### src/rtl/execute_and_writeback_pkg.sv
// Shared definitions for the execute/writeback stage: opcodes, FSM states,
// flag bit positions and operand-usage decode helpers.
package execute_and_writeback_pkg;

    typedef enum logic [3:0] {
        OP_NOP   = 4'h0,
        OP_ADD   = 4'h1,
        OP_SUB   = 4'h2,
        OP_AND   = 4'h3,
        OP_OR    = 4'h4,
        OP_XOR   = 4'h5,
        OP_NOT   = 4'h6,
        OP_SLL   = 4'h7,
        OP_SRL   = 4'h8,
        OP_SRA   = 4'h9,
        OP_RSV0  = 4'hA,
        OP_RSV1  = 4'hB,
        OP_RSV2  = 4'hC,
        OP_RSV3  = 4'hD,
        OP_LOAD  = 4'hE,
        OP_STORE = 4'hF
    } opcode_e;

    typedef enum logic {
        IDLE = 1'b0,
        MEM  = 1'b1
    } state_e;

    localparam int unsigned FLAG_ZERO  = 0;
    localparam int unsigned FLAG_CARRY = 1;
    localparam int unsigned FLAG_NEG   = 2;

    function automatic logic isAluOp(input opcode_e op);
        return (op >= OP_ADD) && (op <= OP_SRA);
    endfunction

    function automatic logic readsSrc1(input opcode_e op);
        return isAluOp(op) || (op == OP_STORE);
    endfunction

    function automatic logic readsSrc2(input opcode_e op);
        return isAluOp(op) && (op != OP_NOT);
    endfunction

endpackage

### src/rtl/execute_and_writeback_alu16.sv
// Combinational ALU: opcode/src1/src2 -> result and carry (carry out of ADD,
// borrow of SUB, zero otherwise).
module alu16
    import execute_and_writeback_pkg::*;
#(
    parameter int unsigned DATA_W = 16
) (
    input  opcode_e           opcode,
    input  logic [DATA_W-1:0] src1,
    input  logic [DATA_W-1:0] src2,
    output logic [DATA_W-1:0] result,
    output logic              carry
);

    always_comb begin
        result = '0;
        carry  = 1'b0;
        case (opcode)
            OP_ADD: {carry, result} = {1'b0, src1} + {1'b0, src2};
            OP_SUB: begin
                result = src1 - src2;
                carry  = (src1 < src2);
            end
            OP_AND: result = src1 & src2;
            OP_OR:  result = src1 | src2;
            OP_XOR: result = src1 ^ src2;
            OP_NOT: result = ~src1;
            OP_SLL: result = src1 << src2[3:0];
            OP_SRL: result = src1 >> src2[3:0];
            OP_SRA: result = $signed(src1) >>> src2[3:0];
            default: begin
                result = '0;
                carry  = 1'b0;
            end
        endcase
    end

endmodule

### src/rtl/execute_and_writeback.sv
// Execute/writeback stage: single-cycle ALU ops, req/ack LOAD/STORE with
// timeout, operand-hazard stall and register-file writeback.
module execute_and_writeback
    import execute_and_writeback_pkg::*;
#(
    parameter int unsigned DATA_W      = 16,
    parameter int unsigned ADDR_W      = 8,
    parameter int unsigned MEM_TIMEOUT = 15
) (
    input  logic              clk,
    input  logic              rst,
    input  logic [3:0]        opcode,
    input  logic [3:0]        destReg,
    input  logic [DATA_W-1:0] srcVal1,
    input  logic [DATA_W-1:0] srcVal2,
    input  logic [ADDR_W-1:0] memAddr,
    input  logic              used1,
    input  logic              used2,
    output logic              stall,
    output logic              wb_en,
    output logic [3:0]        wb_reg,
    output logic [DATA_W-1:0] wb_data,
    output logic              mem_req,
    output logic              mem_we,
    output logic [ADDR_W-1:0] mem_addr,
    output logic [DATA_W-1:0] mem_wdata,
    input  logic [DATA_W-1:0] mem_rdata,
    input  logic              mem_ack,
    output logic [2:0]        flags,
    output logic              mem_err
);

    state_e            state, nextState;
    opcode_e           op;
    logic              hazard, isMem, accept, memFinish, memTimeout;
    logic              memDone;
    logic [7:0]        timeoutCnt;
    logic [3:0]        pendReg;
    logic [DATA_W-1:0] aluResult;
    logic              aluCarry;

    assign op     = opcode_e'(opcode);
    assign hazard = (readsSrc1(op) && used1) || (readsSrc2(op) && used2);
    assign isMem  = (op == OP_LOAD) || (op == OP_STORE);

    alu16 #(.DATA_W(DATA_W)) u_alu (
        .opcode (op),
        .src1   (srcVal1),
        .src2   (srcVal2),
        .result (aluResult),
        .carry  (aluCarry)
    );

    always_ff @(posedge clk or negedge rst) begin
        if (!rst) state <= IDLE;
        else      state <= nextState;
    end

    // Decode holds the memory op while stalled, so the cycle right after MEM
    // still presents that stale op; memDone keeps it from being re-issued.
    always_comb begin
        nextState  = state;
        stall      = 1'b0;
        accept     = 1'b0;
        memFinish  = 1'b0;
        memTimeout = 1'b0;
        case (state)
            IDLE: begin
                if (!memDone) begin
                    if (hazard) begin
                        stall = 1'b1;
                    end else begin
                        accept = 1'b1;
                        if (isMem) begin
                            stall     = 1'b1;
                            nextState = MEM;
                        end
                    end
                end
            end
            MEM: begin
                stall = 1'b1;
                if (mem_ack) begin
                    memFinish = 1'b1;
                    nextState = IDLE;
                end else if (timeoutCnt == 8'(MEM_TIMEOUT - 1)) begin
                    memTimeout = 1'b1;
                    nextState  = IDLE;
                end
            end
            default: nextState = IDLE;
        endcase
        if (!rst) stall = 1'b0;
    end

    always_ff @(posedge clk or negedge rst) begin
        if (!rst) begin
            wb_en      <= 1'b0;
            wb_reg     <= '0;
            wb_data    <= '0;
            flags      <= '0;
            mem_req    <= 1'b0;
            mem_we     <= 1'b0;
            mem_addr   <= '0;
            mem_wdata  <= '0;
            mem_err    <= 1'b0;
            memDone    <= 1'b0;
            timeoutCnt <= '0;
            pendReg    <= '0;
        end else begin
            wb_en   <= 1'b0;
            memDone <= 1'b0;
            if (accept && isAluOp(op)) begin
                wb_en            <= 1'b1;
                wb_reg           <= destReg;
                wb_data          <= aluResult;
                flags[FLAG_NEG]  <= aluResult[DATA_W-1];
                flags[FLAG_CARRY] <= aluCarry;
                flags[FLAG_ZERO] <= (aluResult == '0);
            end
            if (accept && isMem) begin
                mem_req    <= 1'b1;
                mem_we     <= (op == OP_STORE);
                mem_addr   <= memAddr;
                mem_wdata  <= srcVal1;
                pendReg    <= destReg;
                timeoutCnt <= '0;
            end
            if (state == MEM && !memFinish && !memTimeout)
                timeoutCnt <= timeoutCnt + 8'd1;
            if (memFinish) begin
                mem_req <= 1'b0;
                memDone <= 1'b1;
                if (!mem_we) begin
                    wb_en   <= 1'b1;
                    wb_reg  <= pendReg;
                    wb_data <= mem_rdata;
                end
            end
            if (memTimeout) begin
                mem_req <= 1'b0;
                memDone <= 1'b1;
                mem_err <= 1'b1;
            end
        end
    end

endmodule

### config.mk
export PLATFORM = sky130hd
export DESIGN_NAME = execute_and_writeback
export DESIGN_NICKNAME = d
export VERILOG_FILES = /design/src/rtl/execute_and_writeback_pkg.sv /design/src/rtl/execute_and_writeback_alu16.sv /design/src/rtl/execute_and_writeback.sv
export SDC_FILE = /design/constraint.sdc
export NUM_CORES = 1
export LEC_CHECK = 0
export BUFFER_PORTS_ARGS = -buffer_cell sky130_fd_sc_hd__buf_4
export CORE_MARGIN = 2
export CORE_UTILIZATION = 60
export DETAILED_ROUTE_END_ITERATION = 7
export PLACE_DENSITY = 0.85
export REMOVE_ABC_BUFFERS = 1
export SLEW_MARGIN = 15
export SYNTH_ARGS = -nofsm -noshare
export SYNTH_HDL_FRONTEND = slang
export SYNTH_HIERARCHICAL = 1
export SYNTH_SLANG_ARGS = --single-unit
### constraint.sdc
create_clock -name clk -period 4.5 [get_ports clk]
set_clock_uncertainty 0.15 [all_clocks]
set_input_delay 0.675 -clock clk [delete_from_list [all_inputs] [get_ports clk]]
set_output_delay 0.675 -clock clk [all_outputs]
set_load 0.01 [all_outputs]
== After elaboration in Yosys (flattened, before gate mapping) ==
Cells that the tools add are included.
Storage, ports and cells
  flip-flop bits (word level): 65
  input port bits: 69
  output and inout port bits: 52
  word-level logic and storage cells: 92
Cells by class
  add/subtract/negate cells: 3
  $lt $le $gt $ge: 3
  equality and inequality tests: 13
  shift operators: 3
  muxes and demuxes: 36
  bitwise gates (word level): 5
  reductions and logical operators: 16
Operators by type and width (count)
  $pmux W16 S9: 1
  $mux W16: 3
  $mux W1: 24
  $add A16 B16 Y17: 1
  $and A16 B16 Y16: 1
  $eq A4 B3 Y1 const B: 4
  $eq A4 B4 Y1 const B: 4
  $logic_not A16 Y1: 1
  $lt A16 B16 Y1: 1
  $mux W8: 2
  $not A16 Y16: 1
  $or A16 B16 Y16: 1
  $shl A16 B4 Y16: 1
  $shr A16 B4 Y16: 1
  $sshr A16 B4 Y16: 1
  $sub A16 B16 Y16: 1
  $xor A16 B16 Y16: 1
  $mux W4: 3
  $add A8 B1 Y8 const B: 1
  $eq A4 B2 Y1 const B: 2
  $eq A8 B4 Y1 const B: 1
  $logic_and A1 B1 Y1: 8
  $pmux W1 S2: 3
  $eq A4 B1 Y1 const B: 1
  other kinds (8): 11

== Longest topological paths before layout ==
Gate-level depths: netlist of run 1.
  depth after elaboration: 12
  depth in mapped cells: 14
  depth with buffers taken out: 14

== By module ==
Netlist of run 1, hierarchy kept.
Modules (own cells, without submodules)
  alu16: instances 1, cells each 567, area an instance 3912.5 um^2, sequential area each 0.0 um^2
  execute_and_writeback: instances 1, cells each 269, area an instance 2994.1 um^2, sequential area each 1626.6 um^2

== Worst setup path before layout of run 1 ==
OpenSTA, ideal clock, no wires.
  kind: input to register
  from: in srcVal2[1]
  to: reg flags[0]
  setup time: 83 ps
  arrival: 3693 ps
  data required time: 4267 ps
  path slack: 574 ps
  cell stages on the path: 14
  path buffers: 2
  cells stage by stage: buf_4 inv_2 buf_1 ha_1 nor3_1 a211o_1 a2111o_1 a311oi_4 o31ai_1 mux2i_1 a211o_1 nor4_1 nand4_1 o21ai_0
Between the ends
  word-level cells in the longest chain between the ends: 3
  elaborated cells on any way between the ends: 10
  those cells by class: 2 x add/sub; 3 x shift; 1 x mux; 3 x bitwise; 1 x reduce/logical
Ends and longest elaborated chain
  start: declaration: RTL line execute_and_writeback.sv:15  | input logic [DATA_W-1:0] srcVal2,
  $sub A16 B16 Y16 (tied with other cells): RTL line execute_and_writeback_alu16.sv:21  | result = src1 - src2;
  $pmux W16 S9 *: RTL line execute_and_writeback_alu16.sv:18  | case (opcode)
  net aluResult[13]: RTL line execute_and_writeback.sv:39  | logic [DATA_W-1:0] aluResult;
  $logic_not A16 Y1 *: RTL line execute_and_writeback.sv:119  | flags[FLAG_ZERO] <= (aluResult == '0);
  end signal: indexed assignment: RTL line execute_and_writeback.sv:117  | flags[FLAG_NEG] <= aluResult[DATA_W-1];
  end signal: indexed assignment: RTL line execute_and_writeback.sv:118  | flags[FLAG_CARRY] <= aluCarry;
  end signal: indexed assignment: RTL line execute_and_writeback.sv:119
  end: declaration: RTL line execute_and_writeback.sv:29  | output logic [2:0] flags,
The timed path passes the listed nets; every way through them passes the cells marked *.
A chain may end at the register's enable or synchronous reset.

== Final worst setup path of run 1 ==
  from: in srcVal2[3]
  to: reg flags[0]
The elaborated chain is that of the path after synthesis.

==> results.md, run 1 <==
| Group | Metric | Reported |
|---|---|---|
| worst setup path | Data arrival time of the critical path | 3.82 ns |
| timing | Unrepaired setup endpoints after global routing | false |
| route | Initial detailed-routing violation count | 886 |
| synth | Cell count after synthesis | 836 |
| min path | Endpoint with the worst hold slack | mem_err$_DFFE_PN0P_ |
| layout | Finished Layout Cells | 1066 |
| pwr | Power Density | 329 nW/µm² |
| synth | Share of async-settable or async-resettable flops after synthesis | 100% |
| layout | Fraction of layout instances using a drive strength above 1 | 23.3% |
| synth | Count of different cell masters after synthesis | 72 |
| global route | Via count of the first global-routing pass | 6748 |
| cts | Maximum number of buffers from clock root to sink | 2 |
| min path | Startpoint of the worst hold path | mem_err$_DFFE_PN0P_ |
| route | Antenna Nets Post-Route | 0 |
| synth | Register area share after synthesis | 23.6% |
| synth | Mapped cell area | 6910 µm² |
| route | Post-detailed-route via-to-cell ratio | 6.84 |
| worst setup path | Crit path launch type | primary input |
| min path | Hold Path Stages | 1 |
| cts | Total number of clock tree sinks | 65 |
| timing | Final setup violation count | 0 |
| synth | Post-synthesis sequential element count | 65 |
| route | Count of vias placed by the detailed router | 7293 |
| synth | Ys Warns | 6 |
| synth | Number of synthesized flops with an enable pin | 0 |
| cts | Maximum level of the CTS H-tree | 3 |
| placed design | HPWL after detailed placement | 16100 µm |
| timing | Maximum clock frequency | 270 MHz |
| cts | TritonCTS clock tree | built |
| timing | Final hold violation count | 0 |
| layout | Commonest non-fill, non-tap cells in the layout | 136 x sky130_fd_sc_hd__buf_4, 67 x sky130_fd_sc_hd__nor2_1, 65 x sky130_fd_sc_hd__dfrtp_1, 61 x sky130_fd_sc_hd__nand2_1, 61 x sky130_fd_sc_hd__a21oi_1 |
| timing | Sum Neg Setup Slack | 0 ns |
| worst setup path | Kind of critical path | primary input to register |
| layout | Most frequent standard cell in the layout excluding fill and tap cells | sky130_fd_sc_hd__buf_4 |
| min path | Path category of the worst min-delay check | register to register |
| timing | Number of slew-limit violations in the final report | 0 |
| cts | Number of buffers inserted during clock tree synthesis | 9 |
| route | DR WL/cell | 20.8 µm |
| floorplan | DIE AREA | 12400 µm² |
| layout | Number of nets in the finished design | 1040 |
| route | Final wirelength | 22200 µm |
| job | Max-cap check violation count | 0 |
| synth | Most common flop cell mapped by yosys | sky130_fd_sc_hd__dfrtp_1 |
| timing | Share of the clock period used by the worst path | 82.4% |
| cts | Root buffer cell | sky130_fd_sc_hd__clkbuf_16 |
| placed design | Number of I/O port buffers | 120 |
| route | Residual DRC count | 0 |
| global route | Total track usage | 34.9% |
| floorplan | Row cnt | 39 |
| global route | GRT Residual Overflow | 0 |
| cts | Hold-fix buffer count after cts | 0 |
| worst setup path | Startpoint of the lowest-slack register-to-register path | state$_DFF_PN0_ |
| floorplan | Width of the die | 111 µm |
| floorplan | Initial cell density of the core | 61.0% |
| layout | Diodes inserted | 0 |
| timing | Max-Slew Margin vs Limit | 41.1% |
| cts | Clock network latency to the later pin of the worst-skew pair | 0.34 ns |
| pwr | Leakage Power | 0.00367 µW |
| cts | Buffers inserted during post-CTS setup optimization | 0 |
| placed design | Placed instance count | 1050 |
| cts | Register clock-pin slew on the reported worst setup and hold paths | 0.06 ns |
| global route | Largest net degree at the start of global routing | 66 |
| timing | Final Hold Slack | 0.322 ns |
| layout | Share of the core filled with cells | 72.3% |
| timing | Least-Margin Pin Slew | 0.880 ns |
| floorplan | I/O pin count | 121 |
| worst setup path | Worst path required time | 4.61 ns |
| layout | Layout-stage area growth over the synthesis result | 18.5% |
| worst setup path | Reg-to-reg critical path endpoint | mem_wdata[12]$_DFFE_PN0P_ |
| layout | Biggest regs | mem_wdata (16), wb_data (16) |
| worst setup path | FF-to-FF path depth | 3 |
| pwr | Final Total Pwr | 2690 µW |
| route | Number of iterations in the first detailed-routing pass | 5 |
| global route | Number of antenna violations at the first check in global routing | 1 |
| floorplan | Core Area | 11300 µm² |
| placed design | Final weighted congestion in routability-driven placement | 1.03 |
| global route | First-pass GRT wire length | 34900 µm |
| cts | Cells resized by post-CTS repair | 0 |
| worst setup path | Worst-case register-to-register setup slack | 1.96 ns |
| timing | Post-layout min period | 3.71 ns |
| pwr | Peak supply drop | 0.404 mV |
| floorplan | Height of the die | 111 µm |
| run status | Result of the run | completed |
| worst setup path | Crit path capture type | register |
| worst setup path | Maximum fanout along the worst path | 7 |
| synth | Mean cell area of the mapped netlist | 8.26 µm² |
==> synthesized netlist by cell type (7+ instances only) <==
master / n / area share, %
sky130_fd_sc_hd__a211oi_1: 17 / 1.8
sky130_fd_sc_hd__a21oi_1: 61 / 4.4
sky130_fd_sc_hd__a221oi_1: 7 / 0.89
sky130_fd_sc_hd__a22oi_1: 11 / 1.2
sky130_fd_sc_hd__a31oi_1: 7 / 0.63
sky130_fd_sc_hd__buf_2: 12 / 0.87
sky130_fd_sc_hd__clkbuf_1: 44 / 2.4
sky130_fd_sc_hd__dfrtp_1: 65 / 24
sky130_fd_sc_hd__ha_1: 51 / 9.2
sky130_fd_sc_hd__inv_1: 44 / 2.4
sky130_fd_sc_hd__mux2_2: 27 / 4.4
sky130_fd_sc_hd__mux2i_1: 20 / 2.9
sky130_fd_sc_hd__mux4_2: 16 / 5.2
sky130_fd_sc_hd__nand2_1: 61 / 3.3
sky130_fd_sc_hd__nand2b_1: 13 / 1.2
sky130_fd_sc_hd__nand3_1: 50 / 3.6
sky130_fd_sc_hd__nand4_1: 7 / 0.63
sky130_fd_sc_hd__nor2_1: 67 / 3.6
sky130_fd_sc_hd__nor2b_1: 11 / 1.0
sky130_fd_sc_hd__nor3_1: 19 / 1.4
sky130_fd_sc_hd__nor4_1: 7 / 0.63
sky130_fd_sc_hd__o211ai_1: 12 / 1.3
sky130_fd_sc_hd__o21a_1: 7 / 0.76
sky130_fd_sc_hd__o21ai_0: 46 / 3.3
sky130_fd_sc_hd__o21bai_1: 7 / 0.76
sky130_fd_sc_hd__o221ai_1: 29 / 3.7
sky130_fd_sc_hd__o22ai_1: 9 / 0.82
sky130_fd_sc_hd__xnor2_1: 7 / 0.89
==> worst max-delay path, stage by stage <==
cell	delay, ns
sky130_fd_sc_hd__buf_4	0.11
sky130_fd_sc_hd__inv_1	0.19
sky130_fd_sc_hd__ha_1	0.37
sky130_fd_sc_hd__nor3_1	0.30
sky130_fd_sc_hd__o21ai_0	0.22
sky130_fd_sc_hd__a31o_2	0.31
sky130_fd_sc_hd__o41ai_1	0.48
sky130_fd_sc_hd__a2111o_1	0.29
sky130_fd_sc_hd__a211o_1	0.13
sky130_fd_sc_hd__nand4_1	0.10
sky130_fd_sc_hd__nor4_1	0.35
sky130_fd_sc_hd__nand4_1	0.12
sky130_fd_sc_hd__o21ai_0	0.17
==> cells by family after synthesis <==
family | synth area share (%)
AO/OA/AOI/OAI | 27.1
AND/OR/NAND/NOR | 18.3
buffers and inverters | 6.52
multiplexers | 13.6
flip-flops | 23.6
adder cells (fa/ha/maj) | 9.82
XOR/XNOR | 1.14
==> metal layers <==
metal | vias up | GRT usage (%) | share of wire (%)
li1 | 3312 | - | -
met1 | 3442 | 47.4 | 40
met2 | 474 | 53.8 | 45
met3 | 63 | 9.19 | 12
met4 | 2 | 13.1 | 3.5
met5 | - | 0 | 0.059
==> worst max path at each step <==
stage                           from                    to  slack, ns  cells after the start
after floorplan           srcVal2[2]  flags[0]$_DFFE_PN0N_       1.01                     12
after global placement    srcVal2[1]  flags[0]$_DFFE_PN0N_       0.65                     13
after detailed placement  srcVal2[2]  flags[0]$_DFFE_PN0N_       0.58                     13
after CTS                 srcVal1[5]  flags[0]$_DFFE_PN0N_       0.91                     13
after global routing      srcVal1[5]  flags[0]$_DFFE_PN0N_       0.60                     13
final                     srcVal2[3]  flags[0]$_DFFE_PN0N_       0.79                     13
==> final cells by class <==
type,instances,area [µm²]
tap,143,179
multi-input combinational,659,4840
inverter,47,176
timing repair buffer,136,1020
clock inverter,6,97.6
sequential,65,1630
fill,910,3140
clock buffer,10,239
==> report_power, final <==
| group | switching (µW) | internal, µW | leakage [µW] |
|---|---|---|---|
| registers | 114 | 734 | 0.000814 |
| logic | 555 | 496 | 0.00269 |
| clock network | 283 | 509 | 0.000166 |
| total | 952 | 1740 | 0.00367 |
==> through the flow <==
step	worst slack [ns]	cell area [µm²]
2_1_floorplan	1.01	6630
3_3_place_gp	0.650	7850
3_5_place_dp	0.576	7850
4_1_cts	0.910	8180
5_1_grt	0.599	8180
6_report	0.790	8180
Note: power is estimated with default switching activity, not from simulation.
==> run 2, diff against run 1 <==
--- a/config.mk
+++ b/config.mk
@@ -7,9 +7,9 @@
 export LEC_CHECK = 0
 export BUFFER_PORTS_ARGS = -buffer_cell sky130_fd_sc_hd__buf_4
 export CORE_MARGIN = 2
-export CORE_UTILIZATION = 60
+export CORE_UTILIZATION = 52
 export DETAILED_ROUTE_END_ITERATION = 7
-export PLACE_DENSITY = 0.85
+export PLACE_DENSITY = 0.78
 export REMOVE_ABC_BUFFERS = 1
 export SLEW_MARGIN = 15
 export SYNTH_ARGS = -nofsm -noshare
==> constraint.sdc (replaced) <==
create_clock -name clk -period 3.41 [get_ports clk]
set_clock_uncertainty 0.15 [all_clocks]
set_input_delay 0.5115 -clock clk [delete_from_list [all_inputs] [get_ports clk]]
set_output_delay 0.5115 -clock clk [all_outputs]
set_load 0.01 [all_outputs]
==> results.md, run 2 (synthesis gave the netlist of run 1 again) <==
| Group | Metric | Reported |
|---|---|---|
| route | Initial detailed-routing violation count | 973 |
| worst setup path | Largest stage delay on the critical path | 0.31 ns |
| cts | Maximum level of the CTS H-tree | 3 |
| route | Residual DRC count | 0 |
| cts | Register clock-pin slew on the reported worst setup and hold paths | 0.06 ns |
| layout | Biggest regs | mem_wdata (16), wb_data (16) |
| pwr | Leakage Power | 0.00419 µW |
| layout | Diodes inserted | 0 |
| layout | Most frequent standard cell in the layout excluding fill and tap cells | sky130_fd_sc_hd__buf_4 |
| worst setup path | Startpoint of the lowest-slack register-to-register path | timeoutCnt[0]$_DFFE_PN0P_ |
| floorplan | DIE AREA | 14200 µm² |
| timing | Maximum clock frequency | 311 MHz |
| worst setup path | Crit path launch type | primary input |
| timing | Least-Margin Pin Slew | 0.799 ns |
| pwr | Peak supply drop | 0.425 mV |
| layout | Share of the core filled with cells | 69.0% |
| cts | Root buffer cell | sky130_fd_sc_hd__clkbuf_16 |
| layout | Commonest non-fill, non-tap cells in the layout | 241 x sky130_fd_sc_hd__buf_4, 67 x sky130_fd_sc_hd__nor2_1, 65 x sky130_fd_sc_hd__dfrtp_1, 61 x sky130_fd_sc_hd__nand2_1, 61 x sky130_fd_sc_hd__a21oi_1 |
| worst setup path | Reg-to-reg critical path endpoint | timeoutCnt[0]$_DFFE_PN0P_ |
| min path | Startpoint of the worst hold path | mem_rdata[14] |
| worst setup path | Crit path capture type | register |
| worst setup path | Worst-case register-to-register setup slack | 1.01 ns |
| global route | Largest net degree at the start of global routing | 66 |
| cts | TritonCTS clock tree | built |
| worst setup path | Most used cell, CP | sky130_fd_sc_hd__buf_4 |
| layout | Layout-stage area growth over the synthesis result | 30.7% |
| floorplan | Width of the die | 119 µm |
| pwr | Power Density | 409 nW/µm² |
| cts | Number of buffers inserted during clock tree synthesis | 9 |
| route | Final wirelength | 24000 µm |
| route | Antenna Nets Post-Route | 0 |
| floorplan | I/O pin count | 121 |
| global route | Total track usage | 33.7% |
| timing | Post-layout min period | 3.21 ns |
| layout | Fraction of layout instances using a drive strength above 1 | 31.3% |
| pwr | Final Total Pwr | 3690 µW |
| placed design | HPWL after detailed placement | 18100 µm |
| timing | Max-Slew Margin vs Limit | 46.1% |
| global route | Via count of the first global-routing pass | 7039 |
| timing | Share of the clock period used by the worst path | 94.3% |
| layout | Number of nets in the finished design | 1146 |
| placed design | Final weighted congestion in routability-driven placement | 1.03 |
| cts | Total number of clock tree sinks | 65 |
| cts | Clock network latency to the later pin of the worst-skew pair | 0.35 ns |
| global route | GRT Residual Overflow | 0 |
| worst setup path | Kind of critical path | primary input to register |
| floorplan | Core Area | 13100 µm² |
| global route | First-pass GRT wire length | 37800 µm |
| layout | Filler cell count in the final layout | 1063 |
| timing | Final hold violation count | 0 |
| min path | Endpoint with the worst hold slack | wb_data[14]$_DFF_PN0_ |
| timing | Final setup violation count | 0 |
| worst setup path | Maximum fanout along the worst path | 5 |
| run status | Result of the run | completed |
| floorplan | Row cnt | 42 |
| floorplan | Height of the die | 119 µm |
| worst setup path | Standard cell with the maximum stage delay on the critical path | sky130_fd_sc_hd__o31ai_1 |
| timing | Sum Neg Setup Slack | 0 ns |
| route | Count of vias placed by the detailed router | 7626 |
| worst setup path | FF-to-FF path depth | 6 |
| timing | Final Hold Slack | 0.219 ns |
| route | DR WL/cell | 19.9 µm |
| cts | Buffers inserted during post-CTS setup optimization | 0 |
| min path | Hold Path Stages | 3 |
| worst setup path | Ordered list of cells on the worst path | buf_4, inv_1, ha_1, buf_4, nor3_1, o21ai_1, a31o_2, buf_4, o31ai_1, o22ai_1, mux2i_1, o211ai_1, nor4_1, nand4_1, o21ai_0 |
| min path | Path category of the worst min-delay check | primary input to register |
| route | Post-detailed-route via-to-cell ratio | 6.33 |
| placed design | Number of I/O port buffers | 120 |
| global route | Number of antenna violations at the first check in global routing | 0 |
| timing | Number of slew-limit violations in the final report | 0 |
| worst setup path | Data arrival time of the critical path | 3.33 ns |
| cts | Maximum number of buffers from clock root to sink | 2 |
| floorplan | Initial cell density of the core | 52.8% |
| job | Max-cap check violation count | 0 |
| timing | Unrepaired setup endpoints after global routing | false |
| worst setup path | Worst path required time | 3.52 ns |
| route | Number of iterations in the first detailed-routing pass | 6 |
[run 2: area by class of cell]
class | count | area (µm²) | area share [%]
clock buffer | 9 | 225 | 2.49
inverter | 47 | 176 | 1.95
sequential | 65 | 1630 | 18.0
tap | 176 | 220 | 2.44
clock inverter | 7 | 100 | 1.11
multi-input combinational | 659 | 4850 | 53.7
timing repair buffer | 242 | 1830 | 20.3
[run 2: repair_timing]
item,CTS,global route
endpoints found under the setup margin,0,1
resized for setup,0,3
hold buffers,0,0
[run 2: per-stage QoR]
step / cell area, µm² / setup slack, ns / std cells
floorplan: 6630 / 0.0805 / 771
global placement: 8690 / -0.123 / 1189
detailed placement: 8690 / -0.206 / 1189
CTS: 9020 / 0.152 / 1205
global route: 9030 / 0.0397 / 1205
finish: 9030 / 0.195 / 1205
[run 2: worst max-delay path by stage]
stage                           from                   end  slack, ns  cells after the start
after floorplan           srcVal2[2]  flags[0]$_DFFE_PN0N_       0.08                     12
after global placement    srcVal1[2]  flags[0]$_DFFE_PN0N_      -0.12                     14
after detailed placement  srcVal1[5]  flags[0]$_DFFE_PN0N_      -0.21                     14
after CTS                 srcVal1[5]  flags[0]$_DFFE_PN0N_       0.15                     14
after global routing      srcVal1[4]  flags[0]$_DFFE_PN0N_       0.04                     14
final                     srcVal1[5]  flags[0]$_DFFE_PN0N_       0.20                     15
[run 2: worst max-delay path: cells and delay by family]
kind	cells	cell delay, ns
AO/OA/AOI/OAI	6	1.21
AND/OR/NAND/NOR	3	0.65
buffers and inverters	4	0.53
adder cells (fa/ha/maj)	1	0.27
multiplexers	1	0.14
[run 2: per-layer routing]
metal | GRT usage, % | vias to the layer above | wire length, µm
met5 | 0 | - | 0
met4 | 11.2 | 0 | 631
met3 | 6.32 | 60 | 2470
met2 | 51.7 | 416 | 10900
met1 | 47.9 | 3625 | 10100
li1 | - | 3525 | -
[run 2: power breakdown]
group | internal, µW | switching, µW | leakage, µW
registers | 969 | 148 | 0.000814
logic | 766 | 780 | 0.00322
clock network | 647 | 378 | 0.000161
total | 2380 | 1310 | 0.00419
